### src/rtl/truncf_if.sv
// Elastic valid/ready bundle for the binary64 -> binary32 truncation operator.
// The master side produces operands and consumes results; the slave side is the operator.
interface truncf_if #(
    parameter int INPUT_TYPE  = 64,
    parameter int OUTPUT_TYPE = 32
);
    logic [INPUT_TYPE-1:0]  ins;
    logic                   ins_valid;
    logic                   ins_ready;
    logic [OUTPUT_TYPE-1:0] outs;
    logic                   outs_valid;
    logic                   outs_ready;

    modport master (
        output ins,
        output ins_valid,
        input  ins_ready,
        input  outs,
        input  outs_valid,
        output outs_ready
    );

    modport slave (
        input  ins,
        input  ins_valid,
        output ins_ready,
        output outs,
        output outs_valid,
        input  outs_ready
    );
endinterface

### src/rtl/truncf.sv
// Two-stage binary64 -> binary32 narrowing with round-to-nearest-even.
// Stage 1 unpacks and classifies, stage 2 rounds and packs; both stages are elastic.
module truncf #(
    parameter int INPUT_TYPE  = 64,
    parameter int OUTPUT_TYPE = 32
) (
    input  logic    clk,
    input  logic    rst,
    truncf_if.slave bus
);

    localparam logic [2:0] CLS_ZERO = 3'd0;
    localparam logic [2:0] CLS_INF  = 3'd1;
    localparam logic [2:0] CLS_NAN  = 3'd2;
    localparam logic [2:0] CLS_NORM = 3'd3;
    localparam logic [2:0] CLS_SUB  = 3'd4;

    // Round-to-nearest-even on the packed {exponent, mantissa}; a mantissa carry
    // deliberately ripples into the exponent (subnormal->normal, max->infinity).
    function automatic logic [30:0] round_rne(input logic [30:0] em,
                                              input logic g,
                                              input logic t);
        logic inc;
        inc = g & (t | em[0]);
        return em + {30'd0, inc};
    endfunction

    function automatic logic [OUTPUT_TYPE-1:0] pack(input logic [2:0]  cls,
                                                    input logic        s,
                                                    input logic [7:0]  ef,
                                                    input logic [22:0] m,
                                                    input logic        g,
                                                    input logic        t);
        logic [OUTPUT_TYPE-1:0] r;
        case (cls)
            CLS_NAN:  r = {s, 8'hFF, m};
            CLS_INF:  r = {s, 8'hFF, 23'd0};
            CLS_NORM,
            CLS_SUB:  r = {s, round_rne({ef, m}, g, t)};
            default:  r = {s, 31'd0};
        endcase
        return r;
    endfunction

    logic                   en1;
    logic                   en2;

    logic [INPUT_TYPE-1:0]  din;
    logic                   s_c;
    logic [10:0]            ex_c;
    logic [51:0]            fr_c;
    logic signed [12:0]     e_c;
    logic signed [12:0]     neg_e_c;
    logic [4:0]             sh_c;
    logic [86:0]            wide_c;
    logic [2:0]             cls_c;
    logic [7:0]             ef_c;
    logic [22:0]            m_c;
    logic                   g_c;
    logic                   t_c;

    logic                   vld_p1;
    logic [2:0]             cls_p1;
    logic                   s_p1;
    logic [7:0]             ef_p1;
    logic [22:0]            m_p1;
    logic                   g_p1;
    logic                   t_p1;

    logic                   vld_p2;
    logic [OUTPUT_TYPE-1:0] res_p2;

    assign en2           = !vld_p2 || bus.outs_ready;
    assign en1           = !vld_p1 || en2;
    assign bus.ins_ready = en1;
    assign bus.outs      = res_p2;
    assign bus.outs_valid = vld_p2;

    assign din  = bus.ins;
    assign s_c  = din[63];
    assign ex_c = din[62:52];
    assign fr_c = din[51:0];
    assign e_c  = $signed({2'b00, ex_c}) - 13'sd896;
    assign neg_e_c = -e_c;

    // A subnormal result needs {1,F} >> min(30-e, 55). The first 30 positions of
    // that shift are fixed, so only the remaining min(-e, 25) is variable and the
    // window below keeps just the 23 kept bits plus 64 shifted-out bits.
    assign sh_c   = (neg_e_c > 13'sd25) ? 5'd25 : neg_e_c[4:0];
    assign wide_c = {1'b1, fr_c, 34'd0} >> sh_c;

    always_comb begin
        cls_c = CLS_ZERO;
        ef_c  = 8'd0;
        m_c   = 23'd0;
        g_c   = 1'b0;
        t_c   = 1'b0;
        if (ex_c == 11'h7FF) begin
            if (fr_c != 52'd0) begin
                cls_c = CLS_NAN;
                m_c   = {1'b1, fr_c[50:29]};
            end else begin
                cls_c = CLS_INF;
            end
        end else if (ex_c == 11'd0) begin
            cls_c = CLS_ZERO;
        end else if (e_c >= 13'sd255) begin
            cls_c = CLS_INF;
        end else if (e_c >= 13'sd1) begin
            cls_c = CLS_NORM;
            ef_c  = e_c[7:0];
            m_c   = fr_c[51:29];
            g_c   = fr_c[28];
            t_c   = |fr_c[27:0];
        end else begin
            cls_c = CLS_SUB;
            m_c   = wide_c[86:64];
            g_c   = wide_c[63];
            t_c   = |wide_c[62:0];
        end
    end

    // Stage 1: classified operand fields
    always_ff @(posedge clk) begin
        if (rst) begin
            vld_p1 <= 1'b0;
            cls_p1 <= CLS_ZERO;
            s_p1   <= 1'b0;
            ef_p1  <= 8'd0;
            m_p1   <= 23'd0;
            g_p1   <= 1'b0;
            t_p1   <= 1'b0;
        end else if (en1) begin
            vld_p1 <= bus.ins_valid;
            cls_p1 <= cls_c;
            s_p1   <= s_c;
            ef_p1  <= ef_c;
            m_p1   <= m_c;
            g_p1   <= g_c;
            t_p1   <= t_c;
        end
    end

    // Stage 2: rounded and packed binary32 result
    always_ff @(posedge clk) begin
        if (rst) begin
            vld_p2 <= 1'b0;
            res_p2 <= '0;
        end else if (en2) begin
            vld_p2 <= vld_p1;
            res_p2 <= pack(cls_p1, s_p1, ef_p1, m_p1, g_p1, t_p1);
        end
    end

endmodule

### src/flat_wrapper.sv
// flat-port wrapper written by rule: the top's interface ports become plain ports
module truncf_flat 
#(
    parameter int INPUT_TYPE  = 64,
    parameter int OUTPUT_TYPE = 32
)
  (clk, rst, bus_ins, bus_ins_valid, bus_ins_ready, bus_outs, bus_outs_valid, bus_outs_ready);
  truncf_if #(.INPUT_TYPE(INPUT_TYPE), .OUTPUT_TYPE(OUTPUT_TYPE)) bus_i ();
  input  logic clk;
  input  logic rst;
  input wire logic [$bits(bus_i.ins)-1:0] bus_ins;
  input wire logic [$bits(bus_i.ins_valid)-1:0] bus_ins_valid;
  output wire logic [$bits(bus_i.ins_ready)-1:0] bus_ins_ready;
  output wire logic [$bits(bus_i.outs)-1:0] bus_outs;
  output wire logic [$bits(bus_i.outs_valid)-1:0] bus_outs_valid;
  input wire logic [$bits(bus_i.outs_ready)-1:0] bus_outs_ready;
  assign bus_i.ins = bus_ins;
  assign bus_i.ins_valid = bus_ins_valid;
  assign bus_ins_ready = bus_i.ins_ready;
  assign bus_outs = bus_i.outs;
  assign bus_outs_valid = bus_i.outs_valid;
  assign bus_i.outs_ready = bus_outs_ready;
  truncf #(.INPUT_TYPE(INPUT_TYPE), .OUTPUT_TYPE(OUTPUT_TYPE)) u_core (.clk(clk), .rst(rst), .bus(bus_i));
endmodule
### config.mk
export PLATFORM = sky130hd
export DESIGN_NAME = truncf_flat
export DESIGN_NICKNAME = d
export VERILOG_FILES = /design/src/rtl/truncf_if.sv /design/src/rtl/truncf.sv /design/src/flat_wrapper.sv
export SDC_FILE = /design/constraint.sdc
export NUM_CORES = 1
export LEC_CHECK = 0
export ABC_AREA = 0
export BUFFER_PORTS_ARGS = -buffer_cell sky130_fd_sc_hd__buf_2
export CAP_MARGIN = 20
export CORE_MARGIN = 2
export CORE_UTILIZATION = 54
export DETAILED_ROUTE_END_ITERATION = 8
export PLACE_DENSITY = 0.75
export SLEW_MARGIN = 30
export SYNTH_ARGS = -nofsm -noshare
export SYNTH_HDL_FRONTEND = slang
export SYNTH_SLANG_ARGS = --single-unit
### constraint.sdc
create_clock -name clk -period 4.9 [get_ports clk]
set_input_delay 0.98 -clock clk [delete_from_list [all_inputs] [get_ports clk]]
set_output_delay 0.98 -clock clk [all_outputs]
set_load 0.02 [all_outputs]
* Word level (Yosys, flattened, before mapping) *
Index checks and enable logic that the tools add are counted.

storage, ports and cells
  flip-flop bits (word level) = 71
  bits in latches = 0
  RAM bits = 0
  ROM bits = 0
  input bits = 68
  output and inout port bits = 34
  logic and storage cells = 56
  memories kept = 0

cells by class
  $add $sub $neg = 3
  $mul = 0
  divide/modulo/power cells = 0
  order comparisons = 3
  equality and inequality tests = 5
  shifts and indexed selects = 1
  muxes and demuxes = 24
  bitwise logic cells = 2
  reductions and logical operators = 9

operators with widths
  operator                                                            number
  2-to-1 mux 23 bit                                                   5
  one-hot mux 31 bit (3 select lines)                                 1
  right shift 87 x 5 -> 87 bit                                        1
  OR reduction 63 bit                                                 1
  nonzero test 52 bit                                                 1
  2-to-1 mux 8 bit                                                    4
  adder 31 x 1 -> 31 bit                                              1
  OR reduction 28 bit                                                 1
  greater-or-equal comparator 13 x 2 -> 1 bit, second input constant  1
  greater-or-equal comparator 13 x 9 -> 1 bit, second input constant  1
  > comparator 13 x 6 -> 1 bit, second input constant                 1
  negation 13 bit                                                     1
  2-to-1 mux 3 bit                                                    4
  subtractor 11 x 10 -> 12 bit, second input constant                 1
  == test 11 bit, second input constant                               1
  logical NOT 11 bit                                                  1
  2-to-1 mux 1 bit                                                    8
  == test 3 x 2 -> 1 bit, second input constant                       2
  2-to-1 mux 5 bit                                                    1
  == test 3 x 1 -> 1 bit, second input constant                       1
  == test 3 bit, second input constant                                1
  logical NOT 1 bit                                                   2
  logical OR 1 bit                                                    2
  2-to-1 mux 2 bit                                                    1
  other kinds (3)                                                     3

* Longest topological paths before layout *
  word-level depth = 10
  gate-level depth with buffers = 18
  mapped depth without buffers = 15

* Worst setup path before layout *
Ideal clock, no wire load.

  path kind = in2reg
  from = in bus_ins[52]
  to = reg u_core.t_p1
  setup time = 0.125 ns
  data arrival time = 4.781 ns
  data required time = 4.775 ns
  path slack = -0.006 ns
  cell stages on the path = 16
  path buffers = 2
  cells stage by stage = inv_1 -> clkbuf_1 -> ha_1 -> buf_2 -> nor2_1 -> nor2_1 -> o21ai_0 -> a311oi_2 -> o32ai_4 -> nand2_4 -> a22o_1 -> mux4_2 -> or3_1 -> o32ai_1 -> o211ai_1 -> o41a_1

on the way
  longest elaborated chain between the ends = 10
  elaborated cells between the ends (all ways) = 14
  classes of those cells = add/sub: 2; order compare: 3; eq/ne: 1; shift: 1; mux: 5; reduce/logical: 2

RTL lines
  item                          RTL line            source
  from (decl)                   flat_wrapper.sv:11  input wire logic [$bits(bus_i.ins)-1:0] bus_ins;
  subtractor 11 x 10 -> 12 bit  truncf.sv:83        assign e_c = $signed({2'b00, ex_c}) - 13'sd896;
  negation 13 bit               truncf.sv:84        assign neg_e_c = -e_c;
  > comparator 13 x 6 -> 1 bit  truncf.sv:89        assign sh_c = (neg_e_c > 13'sd25) ? 5'd25 : neg_e_c[4:0];
  2-to-1 mux 5 bit              truncf.sv:89
  right shift 87 x 5 -> 87 bit  truncf.sv:90        assign wide_c = {1'b1, fr_c, 34'd0} >> sh_c;
  OR reduction 63 bit           truncf.sv:119       t_c = |wide_c[62:0];
  2-to-1 mux 1 bit              truncf.sv:109       end else if (e_c >= 13'sd1) begin
  2-to-1 mux 1 bit              truncf.sv:107       end else if (e_c >= 13'sd255) begin
  2-to-1 mux 1 bit              truncf.sv:105       end else if (ex_c == 11'd0) begin
  2-to-1 mux 1 bit (*)          truncf.sv:98        if (ex_c == 11'h7FF) begin
  to (signal assigned)          truncf.sv:140       t_p1 <= t_c;
  to (decl)                     truncf.sv:68        logic t_p1;

Mark *: on every way between the ends. The rest lies on a longest branch, timed or not.
A chain may end at the register's enable or synchronous reset.

* Worst setup path in the final report *
  from = in bus_ins[59]
  to = reg u_core.t_p1

The elaborated chain is that of the path after synthesis.

==> impl_metrics.yaml <==
drt:
  viasPerCell: 6.76
  maxUsedRoutingLayer: "met4"
  drtPass1Iterations: 6
  drc: 0
  wl_met2_um: 12300
  via_count: 9222
  drtAntennaViolNets: 0
  wl_met3_um: 2620
  avgRoutedWirePerCell_um: 20.4
  drtIter0Drc: 1137
  m1WireLength_um: 11000
  routed_wl_um: 27800
clocking:
  hold_buffers: 0
  cts.path.max_buffers: 2
  htree_levels: 3
  cts_tree: "yes"
  clk_pin_slew_ps: 60
  cts_buffers: 9
  clock_sinks: 71
  insertion_delay_ps: 330
  cts_root_buffer: "clkbuf_16"
pwr:
  p_per_area_nw_per_um2: 242
  irDropWorstVdd_v: 0.000149
  p_total_mw: 2.09
  leakagePower_nw: 3.42
finish:
  fill_cells: 1258
  nNetsFinal: 1260
  drive_gt1_frac: 0.204
  utilization: 0.655
  n_antenna_cell: 0
  area_growth_pct: 19.7
  final_area_um2: 8600
worst_setup_path:
  path_class: "in2reg"
  reg2reg_slack_ps: 1460
  r2r-end: "u_core.bus.outs[30]"
  cp_data_arrival_time_ps: 4870
  rr_worst_depth: 15
  startpoint_type: "primary input"
  r2r_start: "u_core.m_p1[0]"
  worstPathMaxFanout: 25
  cp-end-kind: "flop"
  crit_required_ps: 5120
global_route:
  grt_pass1_vias: 8485
  antenna_found_initial: 0
  grt_usage: 0.388
  grt_max_degree: 72
  grt_pass1_wl_um: 44700
  overflow: 0
worst_hold_path:
  whs_path_depth: 2
  min_path_type: "reg2reg"
  min-delay-start: "u_core.s_p1"
  worstHoldEndpoint: "u_core.s_p1"
timing:
  report.final.slew_viol_count: 0
  slew_headroom: 0.405
  period_share: 0.949
  tightest_slew_ps: 891
  setup-tns-final_ps: 0
  skew_ps: 8.98
  finalSetupViolations: 0
  min_period_ps: 4650
  clock.fmax_ghz: 0.215
  hold_violations: 0
  rsz0062_at_grt: "no"
yosys:
  yosysWarnings: 0
  synth_flop_cell: "dfxtp_1"
  syn_area_um2: 7180
  synth.avg_cell_area_um2: 6.69
  async_reset_ff_frac: 0
  ys_seq_area_frac: 0.198
  synth_nets: 1151
  synth_edf_count: 0
  synth-seq-cells: 71
  synth_cell_types: 75
  synth_cells: 1074
floorplan:
  io_pins: 102
  rows: 42
  die_w_um: 119
  die-area_um2: 14200
  start_util: 0.547
  coreArea_um2: 13100
  die_y_um: 119
place:
  portBuffers: 101
  postPlaceCellArea_um2: 8260
  place.detailed.hpwl_um: 20400
  place_congestion: 1.14
flow_run:
  max_cap_violations: 0
status:
  outcome: "complete, no violations"
==> cell type report <==
type                    count  area [um2]  area share
inverters                  16        60.1     0.00698
flip-flops and latches     71        1420       0.165
clock buffers              14         264      0.0307
clock inverters             2        38.8     0.00451
multi-input cells         888        5340       0.621
well taps                 176         220      0.0256
repair buffers            197        1250       0.145
==> placed cells by master, fill, tap and decap left out, types with 12 or more instances in the layout <==
cell | synthesis | routed
nand2_1 | 141 | 141
nor2_1 | 129 | 129
nand3_1 | 36 | 36
a22oi_1 | 39 | 39
a211oi_1 | 18 | 18
nor4_1 | 23 | 23
a31oi_1 | 21 | 21
buf_2 | 10 | 101
a21oi_1 | 68 | 68
and3_1 | 22 | 22
a221oi_1 | 13 | 12
o22ai_1 | 19 | 19
nor3_1 | 39 | 39
o211ai_1 | 15 | 15
o21ai_0 | 77 | 77
dfxtp_1 | 71 | 71
nand4_1 | 16 | 16
mux2i_1 | 23 | 23
inv_1 | 15 | 15
buf_4 | 0 | 94
==> logic make-up after synthesis <==
kind of cell,Yosys count,synth area share
compound gates,376,0.361
xor+xnor,17,0.0207
fa+ha+maj,9,0.0157
buf+inv,115,0.0634
flops,71,0.198
mux,35,0.0524
simple gates,451,0.289
==> cell usage after synthesis, types with 13 or more instances <==
cell	instances	share of area
nand4_1	16	0.014
o211ai_1	15	0.016
o22ai_1	19	0.017
nand2_1	141	0.074
clkbuf_1	80	0.042
a22oi_1	39	0.041
a221oi_1	13	0.016
mux2i_1	23	0.032
a21oi_1	68	0.047
nor4_1	23	0.020
nand3_1	36	0.025
nor2_1	129	0.067
o21ai_0	77	0.054
dfxtp_1	71	0.20
and3_1	22	0.019
nor3_1	39	0.027
a211oi_1	18	0.019
a31oi_1	21	0.018
inv_1	15	0.0078
==> how the worst max path moves through the flow <==
| stage | from | end | cells after the start |
|---|---|---|---|
| 6_report | bus_ins[59] | u_core.t_p1 | 15 |
| 5_1_grt | bus_ins[53] | u_core.t_p1 | 17 |
| 4_1_cts | bus_ins[59] | u_core.t_p1 | 15 |
| 3_5_place_dp | bus_ins[59] | u_core.t_p1 | 15 |
| 3_3_place_gp | bus_ins[59] | u_core.t_p1 | 15 |
| 2_1_floorplan | bus_ins[52] | u_core.t_p1 | 16 |
==> stage by stage <==
stage | setup slack (ps) | cells | hold WS, ps
after floorplan | 106 | 1074 | 432
after global placement | 33.2 | 1348 | 437
after detailed placement | -27.3 | 1348 | 442
after CTS | 301 | 1364 | 458
after global routing | 11.7 | 1364 | 478
final | 248 | 1364 | 455
==> critical path: stages <==
cell,delay (ps)
buf_2,130
ha_1,270
buf_4,160
nor2b_1,50
a21o_1,170
a221oi_1,380
o211ai_1,210
o32ai_4,360
buf_4,350
nand3_1,140
a221oi_1,410
a31oi_1,120
a2111oi_0,580
o211ai_1,180
o41a_1,380
==> per-layer routing <==
| metal | track usage | up-vias |
|---|---|---|
| li1 | - | 4256 |
| met1 | 0.495 | 4188 |
| met2 | 0.627 | 624 |
| met3 | 0.0484 | 154 |
| met4 | 0.229 | 0 |
| met5 | 0 | - |
==> power by group <==
| group | switching, mW | internal [mW] | leakage, nW | total [mW] |
|---|---|---|---|---|
| clock network | 0.240 | 0.423 | 0.147 | 0.663 |
| registers | 0.0253 | 0.604 | 0.579 | 0.629 |
| logic | 0.488 | 0.305 | 2.69 | 0.793 |
| total | 0.753 | 1.33 | 3.42 | 2.09 |
==> what timing repair did <==
item / in CTS / in global routing
setup buffers: 0 / 0
endpoints found under the setup margin: 0 / 1
resized for setup: 0 / 5
==> state kept, by name, summed over array words and instances (netlist names) <==
name                   cells
u_core.bus.outs           32
u_core.bus.outs_valid      1
u_core.cls_p1              3
u_core.ef_p1               8
u_core.g_p1                1
u_core.m_p1               23
u_core.s_p1                1
u_core.t_p1                1
u_core.vld_p1              1
Power figures use the tool's default switching activity.
